**config.mk**
```make
export PLATFORM = sky130hd
export DESIGN_NAME = y86_fetch_seq
export DESIGN_NICKNAME = d
export VERILOG_FILES = /design/src/rtl/y86_pkg.sv /design/src/rtl/y86_instr_len_chk.sv /design/src/rtl/y86_fetch_seq.sv
export SDC_FILE = /design/constraint.sdc
export NUM_CORES = 1
export LEC_CHECK = 0
export BUFFER_PORTS_ARGS = -buffer_cell sky130_fd_sc_hd__buf_4
export CAP_MARGIN = 20
export CELL_PAD_IN_SITES_DETAIL_PLACEMENT = 1
export CELL_PAD_IN_SITES_GLOBAL_PLACEMENT = 1
export CORE_MARGIN = 4
export CORE_UTILIZATION = 45
export DETAILED_ROUTE_END_ITERATION = 10
export GPL_TIMING_DRIVEN = 0
export PLACE_DENSITY = 0.82
export SKIP_CTS_REPAIR_TIMING = 1
export SYNTH_ARGS = -nofsm -noshare
export SYNTH_HDL_FRONTEND = slang
export SYNTH_SLANG_ARGS = --single-unit
export TNS_END_PERCENT = 100
```
**constraint.sdc**
```tcl
create_clock -name clk -period 10.4 [get_ports clk]
set_input_delay 1.56 -clock clk [delete_from_list [all_inputs] [get_ports clk]]
set_output_delay 1.56 -clock clk [all_outputs]
set_load 0.02 [all_outputs]
```
**src/rtl/y86_pkg.sv**
```systemverilog
// y86_pkg: shared Y86-64 fetch constants, state encoding and decode helpers
//   icode constants IHALT..IPOPQ, RNONE, fetch_state_t,
//   len_of(icode) -> instruction length in bytes, legal(icode, ifun) -> legality
package y86_pkg;

   localparam logic [3:0] IHALT   = 4'h0;
   localparam logic [3:0] INOP    = 4'h1;
   localparam logic [3:0] IRRMOVQ = 4'h2;
   localparam logic [3:0] IIRMOVQ = 4'h3;
   localparam logic [3:0] IRMMOVQ = 4'h4;
   localparam logic [3:0] IMRMOVQ = 4'h5;
   localparam logic [3:0] IOPQ    = 4'h6;
   localparam logic [3:0] IJXX    = 4'h7;
   localparam logic [3:0] ICALL   = 4'h8;
   localparam logic [3:0] IRET    = 4'h9;
   localparam logic [3:0] IPUSHQ  = 4'hA;
   localparam logic [3:0] IPOPQ   = 4'hB;
   localparam logic [3:0] RNONE   = 4'hF;

   typedef enum logic [2:0] {IDLE, OPB, REGB, CONST, DONE} fetch_state_t;

   function automatic logic [3:0] len_of(input logic [3:0] icode);
      case (icode)
         IRRMOVQ, IOPQ, IPUSHQ, IPOPQ: return 4'd2;
         IIRMOVQ, IRMMOVQ, IMRMOVQ:    return 4'd10;
         IJXX, ICALL:                  return 4'd9;
         default:                      return 4'd1;
      endcase
   endfunction

   function automatic logic legal(input logic [3:0] icode, input logic [3:0] ifun);
      case (icode)
         IRRMOVQ, IJXX: return ifun <= 4'd6;
         IOPQ:          return ifun <= 4'd3;
         IHALT, INOP, IIRMOVQ, IRMMOVQ, IMRMOVQ, ICALL, IRET, IPUSHQ, IPOPQ:
                        return ifun == 4'd0;
         default:       return 1'b0;
      endcase
   endfunction

endpackage

```
**src/rtl/y86_instr_len_chk.sv**
```systemverilog
// y86_instr_len_chk: combinational legality and length of an opcode byte
//   icode, ifun in  : fields of the opcode byte
//   ok          out : icode/ifun pair is a legal instruction
//   len         out : instruction length in bytes (1, 2, 9 or 10)
module y86_instr_len_chk
   import y86_pkg::*;
(
   input  logic [3:0] icode,
   input  logic [3:0] ifun,
   output logic       ok,
   output logic [3:0] len
);

   assign ok  = legal(icode, ifun);
   assign len = len_of(icode);

endmodule

```
**src/rtl/y86_fetch_seq.sv**
```systemverilog
// y86_fetch_seq: byte-serial Y86-64 instruction fetch over a req/ack byte memory
//   clk, rst_n            : clock, asynchronous active-low reset
//   fetch_req, fetch_pc   : start a fetch at fetch_pc (accepted only when idle)
//   busy                  : fetch in progress or result pending
//   mem_req/addr/rdata/ack/err : byte-wide instruction memory handshake
//   out_valid, out_ready  : decoded result handshake
//   icode ifun rA rB valC valP instr_valid imem_error : decoded fields and status
//   fetch_count           : good-instruction counter, only with Y86_FETCH_CNT_EN
module y86_fetch_seq
   import y86_pkg::*;
#(
   parameter int          ADDR_W    = 64,
   parameter int unsigned MEM_BYTES = 8192
) (
   input  logic              clk,
   input  logic              rst_n,
   input  logic              fetch_req,
   input  logic [ADDR_W-1:0] fetch_pc,
   output logic              busy,
   output logic              mem_req,
   output logic [ADDR_W-1:0] mem_addr,
   input  logic [7:0]        mem_rdata,
   input  logic              mem_ack,
   input  logic              mem_err,
   output logic              out_valid,
   input  logic              out_ready,
   output logic [3:0]        icode,
   output logic [3:0]        ifun,
   output logic [3:0]        rA,
   output logic [3:0]        rB,
   output logic [63:0]       valC,
   output logic [ADDR_W-1:0] valP,
   output logic              instr_valid,
   output logic              imem_error
`ifdef Y86_FETCH_CNT_EN
   ,
   output logic [31:0]       fetch_count
`endif
);

   fetch_state_t      state;
   logic [ADDR_W-1:0] pc_base;
   logic [2:0]        k;
   logic [ADDR_W:0]   nxt;
   logic              nxt_bad, pc_bad, ok;
   logic [3:0]        len;

   y86_instr_len_chk u_chk (.icode(mem_rdata[7:4]), .ifun(mem_rdata[3:0]), .ok(ok), .len(len));

   // Next byte address with carry so a wrap past 2^ADDR_W counts as out of range.
   assign nxt     = {1'b0, mem_addr} + 1'b1;
   assign nxt_bad = nxt[ADDR_W] || nxt[ADDR_W-1:0] >= ADDR_W'(MEM_BYTES);
   assign pc_bad  = fetch_pc >= ADDR_W'(MEM_BYTES);
   assign busy      = state != IDLE;
   assign out_valid = state == DONE;

   // mem_req stays high across back-to-back beats; mem_addr steps on each ack.
   // An out-of-range next address finishes the fetch instead of requesting it.
   always_ff @(posedge clk or negedge rst_n) begin
      if (!rst_n) begin
         state       <= IDLE;
         mem_req     <= 1'b0;
         mem_addr    <= '0;
         pc_base     <= '0;
         k           <= '0;
         icode       <= INOP;
         ifun        <= '0;
         rA          <= RNONE;
         rB          <= RNONE;
         valC        <= '0;
         valP        <= '0;
         instr_valid <= 1'b1;
         imem_error  <= 1'b0;
`ifdef Y86_FETCH_CNT_EN
         fetch_count <= '0;
`endif
      end else if (mem_req && mem_err) begin
         imem_error <= 1'b1;
         mem_req    <= 1'b0;
         state      <= DONE;
      end else begin
         case (state)
            IDLE: if (fetch_req) begin
               pc_base     <= fetch_pc;
               mem_addr    <= fetch_pc;
               k           <= '0;
               valC        <= '0;
               rA          <= RNONE;
               rB          <= RNONE;
               instr_valid <= 1'b1;
               imem_error  <= pc_bad;
               mem_req     <= !pc_bad;
               state       <= pc_bad ? DONE : OPB;
            end
            OPB: if (mem_ack) begin
               icode       <= mem_rdata[7:4];
               ifun        <= mem_rdata[3:0];
               instr_valid <= ok;
               valP        <= pc_base + ADDR_W'(ok ? len : 4'd1);
               // Finishing a legal multi-byte instruction here means the next address is bad.
               if (!ok || len == 4'd1 || nxt_bad) begin
                  imem_error <= ok && len != 4'd1;
                  mem_req    <= 1'b0;
                  state      <= DONE;
               end else begin
                  mem_addr <= nxt[ADDR_W-1:0];
                  state    <= (len == 4'd9) ? CONST : REGB;
               end
            end
            REGB: if (mem_ack) begin
               rA <= mem_rdata[7:4];
               rB <= mem_rdata[3:0];
               if (len_of(icode) == 4'd2 || nxt_bad) begin
                  imem_error <= len_of(icode) != 4'd2;
                  mem_req    <= 1'b0;
                  state      <= DONE;
               end else begin
                  mem_addr <= nxt[ADDR_W-1:0];
                  state    <= CONST;
               end
            end
            CONST: if (mem_ack) begin
               valC[{k, 3'b000} +: 8] <= mem_rdata;
               if (k == 3'd7 || nxt_bad) begin
                  imem_error <= k != 3'd7;
                  mem_req    <= 1'b0;
                  state      <= DONE;
               end else begin
                  mem_addr <= nxt[ADDR_W-1:0];
                  k        <= k + 3'd1;
               end
            end
            DONE: if (out_ready) begin
               state <= IDLE;
`ifdef Y86_FETCH_CNT_EN
               if (instr_valid && !imem_error && fetch_count != '1)
                  fetch_count <= fetch_count + 32'd1;
`endif
            end
            default: state <= IDLE;
         endcase
      end
   end

endmodule

```
==> qor.txt, run 1 <==
vias per cell - 6.28
worst-case reg-to-reg path depth - 13
Pwr Density - 243 mW/mm²
full die area - 0.0350 mm²
final worst path period need - 6690 ps
synth cell count leaders - 303 x nand2_1, 271 x dfrtp_1, 126 x nor2_1, 116 x o21ai_0, 83 x a22o_1
post-place setup slack - 3400 ps
leakage dissipation - 8.26 nW
Most used DFF post-synth - dfrtp_1
vias in the first global route - 15600
clock sink count - 281
Crit Path Class - input pin to register
DP HPWL - 47400 µm
Setup Total Neg Slack - 0 ps
crit start category - input pin
total wire length - 64000 µm
gpl congestion - 0.952
Avg WL per Cell - 27.4 µm
final hold vios - 0
Mapped Cells - 1584
first-pass GRT wire length - 97600 µm
Ports - 291
Min-Delay Path Class - register to register
hold path depth - 2
largest net degree at the start of global routing - 109
cell taking the most area after synthesis - dfrtp_1
synthesized area - 0.0144 mm²
worst skew pair latency - 590 ps
drt pass-1 iters - 5
H-tree depth - 1
Die H - 187 µm
final worst slack - 3710 ps
Clock Path Buffers - 3
placed cell area - 0.0172 mm²
Post-synth ARST share - 100%
Crit Path Max Fanout - 9
final setup fails - 0
TritonCTS buffer count - 31
relative slew slack - 23.6%
diode count - 0
number of I/O port buffers - 289
CTS tree - built
most common cell in the synthesized netlist - nand2_1
Hold Path End - valP[4]$_DFFE_PN0P_
Worst R2R Setup Slack - 3970 ps
1st-iter DRT viols - 1189
residual DRC count - 0
RSZ-0062 raised after global routing - false
number of synthesized flops with an enable pin - 0
register area share after synthesis - 48.8%
Yosys top cell area share - 47.0%
CTS Root Cell - clkbuf_16
Worst-Margin Slew - 1140 ps
# rows - 65
max-slew violation count - 0
final net count - 1998
WP data arrival - 7130 ps
fin crit share - 64.4%
Worst IR Drop VDD - 0.188 mV
Syn. warnings - 0
CTS clock-pin slew for the worst setup and hold paths - 60 ps
synth unique cells - 81
layout filler cell count - 3665
share of cells above drive strength 1 - 20.7%
Mapped Nets - 1672
flop and latch count out of synthesis - 281
worst r2r src - mem_addr[0]$_DFFE_PN0P_
status - completed
die width - 187 µm
max cap viols - 0
antenna-violating nets left - 0
hold_sp - valP[4]$_DFFE_PN0P_
total power - 0.00444 W
P&R area growth vs syn - 26.7%
DR vias - 14700
overall routing resource usage - 35.7%
mean post-synth cell area - 9.11 µm²
final setup skew - 16.3 ps
Core Region - 0.0316 mm²
Initial Utilization - 45.6%
GRT Residual Overflow - 0
Synth area leaders - dfrtp_1 47%, nand2_1 7.9%, a22o_1 5.0%
fin area - 0.0183 mm²
r2r endpoint - mem_addr[24]$_DFFE_PN0P_
CP endpoint kind - register
antenna violations before repair - 0
FMAX - 149 MHz
WP data required - 10840 ps
## metrics by stage
| step | hold WS, ps | cells | util [%] |
|---|---|---|---|
| CTS | 493 | 2333 | 57.8 |
| floorplan | 452 | 1584 | - |
| detailed placement | 473 | 2279 | 54.3 |
| global route | 523 | 2333 | 57.8 |
| finish | 487 | 2333 | 57.8 |
| global placement | 465 | 2275 | 54.1 |
## kinds of logic (layout without fill, tap and decap cells)
group	Yosys count	count (layout)	synth area share, %
adders and majority gates	10	10	0.919
xor gates and xnor gates	90	90	5.46
DFF	281	281	48.8
buffers and inverters	130	477	3.62
AOI/OAI and AO/OA	341	341	16.1
muxes	25	25	1.85
and+or+nand+nor	707	707	23.3
## registers in the layout, indices dropped and copies added (netlist names), 3 cells and up
| register | cells |
|---|---|
| pc_base | 64 |
| mem_addr | 64 |
| valP | 64 |
| rA | 4 |
| state | 3 |
| valC | 64 |
| ifun | 4 |
| rB | 4 |
| k | 3 |
| icode | 4 |
## area by class of cell
cell class              instances  area (µm²)  area share, %
inverters                      46         173          0.944
clock buffers                  44         925           5.06
plain buffers                  84         349           1.91
repair buffers                293        2250           12.3
clock inverters                10         179          0.979
well taps                     402         503           2.75
multi-input cells            1173        6870           37.5
flip-flops and latches        281        7040           38.5
## layer usage
layer,track usage (%),vias to the layer above,part of all wire (%)
met2,58.6,721,47
met4,14.2,0,4.5
met1,47.0,7460,40
met5,0,-,0
met3,6.38,139,7.9
li1,-,6331,-
## how the worst max path moves through the flow
stage                            start                   end  slack, ps  cells after the start
after detailed placement  mem_rdata[5]  valP[48]$_DFFE_PN0P_       3400                     16
after global placement    mem_rdata[5]  valP[60]$_DFFE_PN0P_       3690                     16
after CTS                 mem_rdata[5]  valP[48]$_DFFE_PN0P_       3710                     16
after global routing      mem_rdata[5]  valP[54]$_DFFE_PN0P_       3260                     16
after floorplan           mem_rdata[5]  valP[60]$_DFFE_PN0P_       4840                     16
final                     mem_rdata[5]  valP[48]$_DFFE_PN0P_       3710                     16
## cell usage in the layout (no fill, tap or decap), types with 11 or more instances in the layout
cell type and instances:
a22o_1 83, and3_1 21, nor2_1 126, nand3_1 65
mux2_2 12, dfrtp_1 271, nor3_1 34, buf_4 288
a21oi_1 44, o2111ai_1 14, nor4_1 42, clkbuf_16 31
o21ai_0 116, or3_1 13, xor2_1 45, mux2i_1 12
a31oi_1 11, nand2_1 303, xnor2_1 45, clkbuf_1 73
inv_1 46, nand4_1 46
## power breakdown
group	internal, W	switching (W)	leakage [nW]
Sequential	0.00133	0.000396	3.64
Clock	0.000717	0.000486	0.534
Combinational	0.000540	0.000973	4.08
Total	0.00259	0.00186	8.26
## critical path: stages
cell      delay (ps)
clkbuf_1         300
a31oi_1          150
o21a_1           200
a211oi_1         740
o21ai_0          340
fa_1             520
and3b_1          290
o21bai_1         220
or4_1            640
nor2_1           260
nand2_1          170
nor3_1           810
nand2_1          430
nor2_1           230
xnor2_1          140
o21ai_0          110
Note: power is estimated with default switching activity, not from simulation.
==> inputs of run 2 (changes only) <==
--- a/config.mk
+++ b/config.mk
@@ -10,10 +10,10 @@
 export CELL_PAD_IN_SITES_DETAIL_PLACEMENT = 1
 export CELL_PAD_IN_SITES_GLOBAL_PLACEMENT = 1
 export CORE_MARGIN = 4
-export CORE_UTILIZATION = 45
+export CORE_UTILIZATION = 38
 export DETAILED_ROUTE_END_ITERATION = 10
 export GPL_TIMING_DRIVEN = 0
-export PLACE_DENSITY = 0.82
+export PLACE_DENSITY = 0.73
 export SKIP_CTS_REPAIR_TIMING = 1
 export SYNTH_ARGS = -nofsm -noshare
 export SYNTH_HDL_FRONTEND = slang
==> constraint.sdc (replaced) <==
create_clock -name clk -period 5.8 [get_ports clk]
set_input_delay 0.87 -clock clk [delete_from_list [all_inputs] [get_ports clk]]
set_output_delay 0.87 -clock clk [all_outputs]
set_load 0.02 [all_outputs]
==> run 2 against run 1 <==
Clock-buffer cell count stayed put. Cell area rose by 1.4%. Clock skew increased by 18 ps. Cell count is 4.8% higher. Core utilization decreased by 8.4 points. Sequential power is 79% higher. First-iteration DRC count decreased by 22%. Sequential share of layout area decreased by 0.55 points. Die area is 18% higher.
==> qor.txt, run 2 (synthesis gave the netlist of run 1 again) <==
status - completed
vias in the first global route - 14600
Min-Delay Path Class - input pin to async pin
leakage dissipation - 8.32 nW
final net count - 2001
die width - 203 µm
Placed Cells - 2387
P&R area growth vs syn - 28.5%
vias per cell - 5.70
GRT Max-Usage Layer - met2
fin util - 49.4%
post-place setup slack - -608 ps
max cap viols - 0
worst skew pair latency - 540 ps
Crit path top cell by count - buf_2
final setup skew - 33.8 ps
diode count - 0
max-slew violation count - 0
share of cells above drive strength 1 - 21.1%
TritonCTS buffer count - 34
Ports - 291
RSZ-0062 raised after global routing - false
relative slew slack - 23.0%
commonest non-fill, non-tap cell in the layout - nand2_1
number of I/O port buffers - 289
antenna violations before repair - 0
CP endpoint kind - register
Pwr Density - 436 mW/mm²
met3 Usage GRT - 4.25%
FMAX - 183 MHz
gpl congestion - 0.911
Worst IR Drop VDD - 0.268 mV
Crit Path Class - register to register
worst-case reg-to-reg path depth - 13
sequential cell area - 0.00704 mm²
# rows - 71
Avg WL per Cell - 24.9 µm
WP data required - 6230 ps
antenna-violating nets left - 0
multi-input combinational cell area - 0.00689 mm²
CP max-delay cell - nor4_1
critical path's largest stage delay - 710 ps
WP data arrival - 5910 ps
total power - 0.00809 W
overall routing resource usage - 28.9%
residual DRC count - 0
layout filler cell count - 4436
Die H - 203 µm
fin crit share - 94.4%
Crit Path Max Fanout - 10
final worst path period need - 5480 ps
Worst R2R Setup Slack - 320 ps
Core Region - 0.0376 mm²
first-pass GRT wire length - 91800 µm
crit start category - register
Initial Utilization - 38.4%
CTS clock-pin slew for the worst setup and hold paths - 60 ps
worst path bufs/invs - 3
final hold vios - 0
total wire length - 61000 µm
critical path depth - 13
final worst slack - 324 ps
DP HPWL - 47200 µm
final setup fails - 0
kind of cell adding the most delay to the critical path - simple AND/OR/NAND/NOR gates
routing usage on met2 - 46.6%
GRT Residual Overflow - 0
CTS Root Cell - clkbuf_16
non-filler cells in the finished layout - 2446
Worst-Margin Slew - 1140 ps
largest net degree at the start of global routing - 105
full die area - 0.0412 mm²
Clock Path Buffers - 3
most frequent cells in the layout - 303 x nand2_1, 288 x buf_4, 271 x dfrtp_1
Setup Total Neg Slack - 0 ps
drt pass-1 iters - 5
clock sink count - 281
GRT met1 Usage - 39.4%
DR vias - 13900
H-tree depth - 2
cells along the critical path - buf_2, nand4_1, nor4_1, nand3_1, o31ai_1, o2111ai_1, or4b_1, or4_1, buf_2, o21ai_2, nand2_1, clkbuf_1, a22o_1
1st-iter DRT viols - 932
CTS tree - built
-- run 2: cell types whose count changed in the layout (fill, tap and decap cells not counted), moves of 2 or more --
cell,change
clkbuf_8,-3
clkinvlp_4,-2
clkbuf_16,+4
nor4_1,-2
inv_6,+2
clkinv_2,+3
nor4_2,+2
bufinv_16,+2
-- run 2: worst paths after layout --
kind	from	end
max	mem_addr[32]$_DFFE_PN0P_	mem_addr[57]$_DFFE_PN0P_
min reg2reg	valP[35]$_DFFE_PN0P_	valP[35]$_DFFE_PN0P_
max reg2reg	mem_addr[32]$_DFFE_PN0P_	mem_addr[57]$_DFFE_PN0P_
min	rst_n	valC[30]$_DFFE_PN0P_
min in group clk	valP[35]$_DFFE_PN0P_	valP[35]$_DFFE_PN0P_
max in group asynchronous	rst_n	mem_addr[50]$_DFFE_PN0P_
-- run 2: worst register-to-register path, stage by stage, from the launching register on --
cell and delay (ps):
dfrtp_1 360, buf_2 220, nand4_1 450, nor4_1 720, nand3_1 350, o31ai_1 430, o2111ai_1 150, or4b_1 530
or4_1 550, buf_2 220, o21ai_2 300, nand2_1 300, clkbuf_1 440, a22o_1 350
-- run 2: metal layers --
| layer | vias up | part of all wire [%] |
|---|---|---|
| met2 | 512 | 46 |
| met3 | 110 | 6.2 |
| met1 | 6985 | 44 |
| met5 | - | 0 |
| li1 | 6326 | - |
| met4 | 0 | 4.1 |
-- run 2: per-stage QoR --
stage / instance area, µm² / hold slack (ps)
after floorplan: 14400 / 452
after global placement: 17200 / 465
after detailed placement: 17300 / 475
after CTS: 18500 / 317
after global routing: 18500 / 337
final: 18500 / 291
-- run 2: final cells by class --
| class | instances | area share, % |
|---|---|---|
| sequential | 281 | 38.0 |
| multi-input combinational | 1173 | 37.1 |
| timing repair buffer | 293 | 12.1 |
| clock buffer | 44 | 5.28 |
| tap | 511 | 3.45 |
| buffer | 84 | 1.88 |
| clock inverter | 14 | 1.26 |
| inverter | 46 | 0.931 |
-- run 2: report_power, final --
| group | internal (W) | leakage, nW | switching, W |
|---|---|---|---|
| Clock | 0.00146 | 0.598 | 0.000888 |
| Combinational | 0.000966 | 4.08 | 0.00168 |
| Sequential | 0.00239 | 3.64 | 0.000704 |
| Total | 0.00482 | 8.32 | 0.00328 |
==> inputs of run 3 (changes only) <==
--- a/config.mk
+++ b/config.mk
@@ -5,15 +5,16 @@
 export SDC_FILE = /design/constraint.sdc
 export NUM_CORES = 1
 export LEC_CHECK = 0
+export ABC_AREA = 1
 export BUFFER_PORTS_ARGS = -buffer_cell sky130_fd_sc_hd__buf_4
 export CAP_MARGIN = 20
 export CELL_PAD_IN_SITES_DETAIL_PLACEMENT = 1
 export CELL_PAD_IN_SITES_GLOBAL_PLACEMENT = 1
 export CORE_MARGIN = 4
-export CORE_UTILIZATION = 38
+export CORE_UTILIZATION = 37
 export DETAILED_ROUTE_END_ITERATION = 10
 export GPL_TIMING_DRIVEN = 0
-export PLACE_DENSITY = 0.73
+export PLACE_DENSITY = 0.74
 export SKIP_CTS_REPAIR_TIMING = 1
 export SYNTH_ARGS = -nofsm -noshare
 export SYNTH_HDL_FRONTEND = slang
==> run 3 against run 2 <==
Flip-flop and latch count unchanged. Worst setup slack improved by 240 ps. Worst hold slack got worse by 28 ps. Critical path depth increased by 10. Non-clock buffer count decreased by 31. First-iteration DRC count up 2.1%. Clock skew decreased by 21 ps. Via count grew 13%. Sequential share of layout area decreased by 1.7 points. Clock power down 9.4%. Largest power group unchanged. Largest cell class is now multi-input gates. Global-route usage down 0.61 points. Clock-buffer cell count is 4 higher.
==> qor.txt, run 3 <==
total wire length - 64600 µm
final setup fails - 0
clock sink count - 281
leakage dissipation - 9.18 nW
commonest non-fill, non-tap cell in the layout - nand2_1
total power - 0.00783 W
CP max-delay cell - nor3_1
# rows - 74
number of synthesized flops with an enable pin - 0
Worst IR Drop VDD - 0.171 mV
flop and latch count out of synthesis - 281
Crit Path Class - input pin to register
DP HPWL - 51600 µm
Worst-Margin Slew - 1020 ps
number of I/O port buffers - 289
Pint - 0.00450 W
GRT Residual Overflow - 0
Setup Total Neg Slack - 0 ps
vias per cell - 5.31
DR vias - 15800
worst skew pair latency - 550 ps
Avg WL per Cell - 21.8 µm
cell taking the most area after synthesis - dfrtp_1
synthesized area - 0.0154 mm²
drt pass-1 iters - 5
final net count - 2498
Min-Delay Path Class - input pin to async pin
FMAX - 191 MHz
final setup skew - 13.2 ps
Crit. Startpoint - mem_rdata[6]
register area share after synthesis - 45.8%
r2r endpoint - valP[54]$_DFFE_PN0P_
full die area - 0.0449 mm²
WP data required - 6280 ps
fin area - 0.0194 mm²
Yosys top cell area share - 44.1%
layout filler cell count - 5229
Crit Path Max Fanout - 10
WP data arrival - 5720 ps
CTS Root Cell - clkbuf_16
final worst path period need - 5230 ps
post-place setup slack - 189 ps
overall routing resource usage - 28.3%
worst-case reg-to-reg path depth - 18
critical path's largest stage delay - 480 ps
Comb pwr share - 33.6%
Post-synth ARST share - 100%
most frequent cells in the layout - 673 x nand2_1, 288 x buf_4, 271 x dfrtp_1
Most used DFF post-synth - dfrtp_1
max cap viols - 0
relative slew slack - 31.6%
share of cells above drive strength 1 - 17.2%
vias in the first global route - 16500
synth unique cells - 44
cells along the critical path - clkbuf_1, o211ai_1, o31ai_1, and3_1, inv_1, nor2_1, inv_1, fa_1, nor2_1, a21oi_1, nor2_1, nand2_1, nor2_1, nand2_1, nor2_1, nand3_1, nor3_1, nand3_1, nor2_1, nand2_1, xor2_1, nand2_1, nand2_1
CTS clock-pin slew for the worst setup and hold paths - 60 ps
final hold vios - 0
Ports - 291
1st-iter DRT viols - 952
residual DRC count - 0
Sequential Power Share - 39.2%
fin crit share - 90.2%
antenna violations before repair - 3
Synth area leaders - dfrtp_1 44%, nand2_1 16%, inv_1 6.1%
Die H - 212 µm
RSZ-0062 raised after global routing - false
Mapped Cells - 2081
final worst slack - 566 ps
Clock Power Share - 27.2%
antenna-violating nets left - 0
Worst R2R Setup Slack - 1600 ps
CP endpoint kind - register
Core Region - 0.0409 mm²
Clock Path Buffers - 3
most common cell in the synthesized netlist - nand2_1
Crit path top cell by count - nor2_1
largest net degree at the start of global routing - 114
status - completed
placed cell area - 0.0183 mm²
first-pass GRT wire length - 98300 µm
max-slew violation count - 0
gpl congestion - 0.948
TritonCTS buffer count - 34
worst r2r src - pc_base[0]$_DFFE_PN0P_
Initial Utilization - 37.6%
P&R area growth vs syn - 26.1%
H-tree depth - 2
crit start category - input pin
NetSw - 0.00333 W
Hold Slack - 263 ps
Pwr Density - 404 mW/mm²
mean post-synth cell area - 7.39 µm²
Mapped Nets - 2169
die width - 212 µm
Switching Fraction - 42.5%
CTS tree - built
Syn. warnings - 0
synth cell count leaders - 673 x nand2_1, 271 x dfrtp_1, 249 x inv_1, 192 x nor2_1, 132 x o21ai_0
## run 3: cell count changes in the layout (fill, tap and decap cells not counted), sizes merged, moves of 32 or more
cell / change
nor2: +93
o21ai: +69
o22ai: +54
clkbuf: -32
a22o: -83
inv: +202
xnor2: -35
nand2: +378
## run 3: worst max-delay path by stage
stage / end / depth (start not counted)
6_report: valP[54]$_DFFE_PN0P_ / 23
2_1_floorplan: valP[54]$_DFFE_PN0P_ / 23
3_5_place_dp: valP[54]$_DFFE_PN0P_ / 23
3_3_place_gp: valP[54]$_DFFE_PN0P_ / 23
5_1_grt: valP[54]$_DFFE_PN0P_ / 23
4_1_cts: valP[54]$_DFFE_PN0P_ / 23
## run 3: critical path: cells and delay by family
family	cells	cell delay, ps
adders and majority gates	1	440
xor gates and xnor gates	1	300
buffers and inverters	3	610
and+or+nand+nor	15	3110
AOI/OAI and AO/OA	3	390
## run 3: power by group through the flow
stage,combinational (W),clock (W),sequential (W)
finish,0.00263,0.00213,0.00307
global route,0.00292,0.00225,0.00313
CTS,0.00263,0.00217,0.00305
detailed placement,0.00262,0,0.00307
global placement,0.00253,0,0.00306
floorplan,0.00136,0,0.00305
## run 3: kinds of logic after synthesis
family          share of synthesized area, %
xor+xnor                                3.30
compound gates                          10.9
flops                                   45.8
simple gates                            31.2
fa+ha+maj                              0.862
buf+inv                                 7.98
## run 3: stage by stage
| step | std cells | utilization (%) |
|---|---|---|
| after CTS | 2967 | 47.4 |
| final | 2970 | 47.4 |
| after global routing | 2970 | 47.4 |
| after detailed placement | 2906 | 44.7 |
| after floorplan | 2081 | - |
| after global placement | 2902 | 44.5 |
## run 3: layout make-up
class | count | area (µm²) | area share (%)
multi-input cells | 1495 | 7110 | 36.7
flip-flops and latches | 281 | 7040 | 36.3
repair buffers | 293 | 2240 | 11.6
clock buffers | 48 | 985 | 5.08
inverters | 252 | 946 | 4.88
well taps | 532 | 666 | 3.43
plain buffers | 53 | 282 | 1.45
clock inverters | 13 | 115 | 0.593
diodes | 3 | 7.51 | 0.0387
## run 3: layer usage
layer / GRT usage (%) / share of wire, % / vias to the layer above
li1: - / - / 7396
met1: 40.2 / 46 / 7803
met2: 44.9 / 46 / 463
met3: 3.39 / 5.2 / 103
met4: 9.77 / 3.5 / 0
met5: 0 / 0 / -
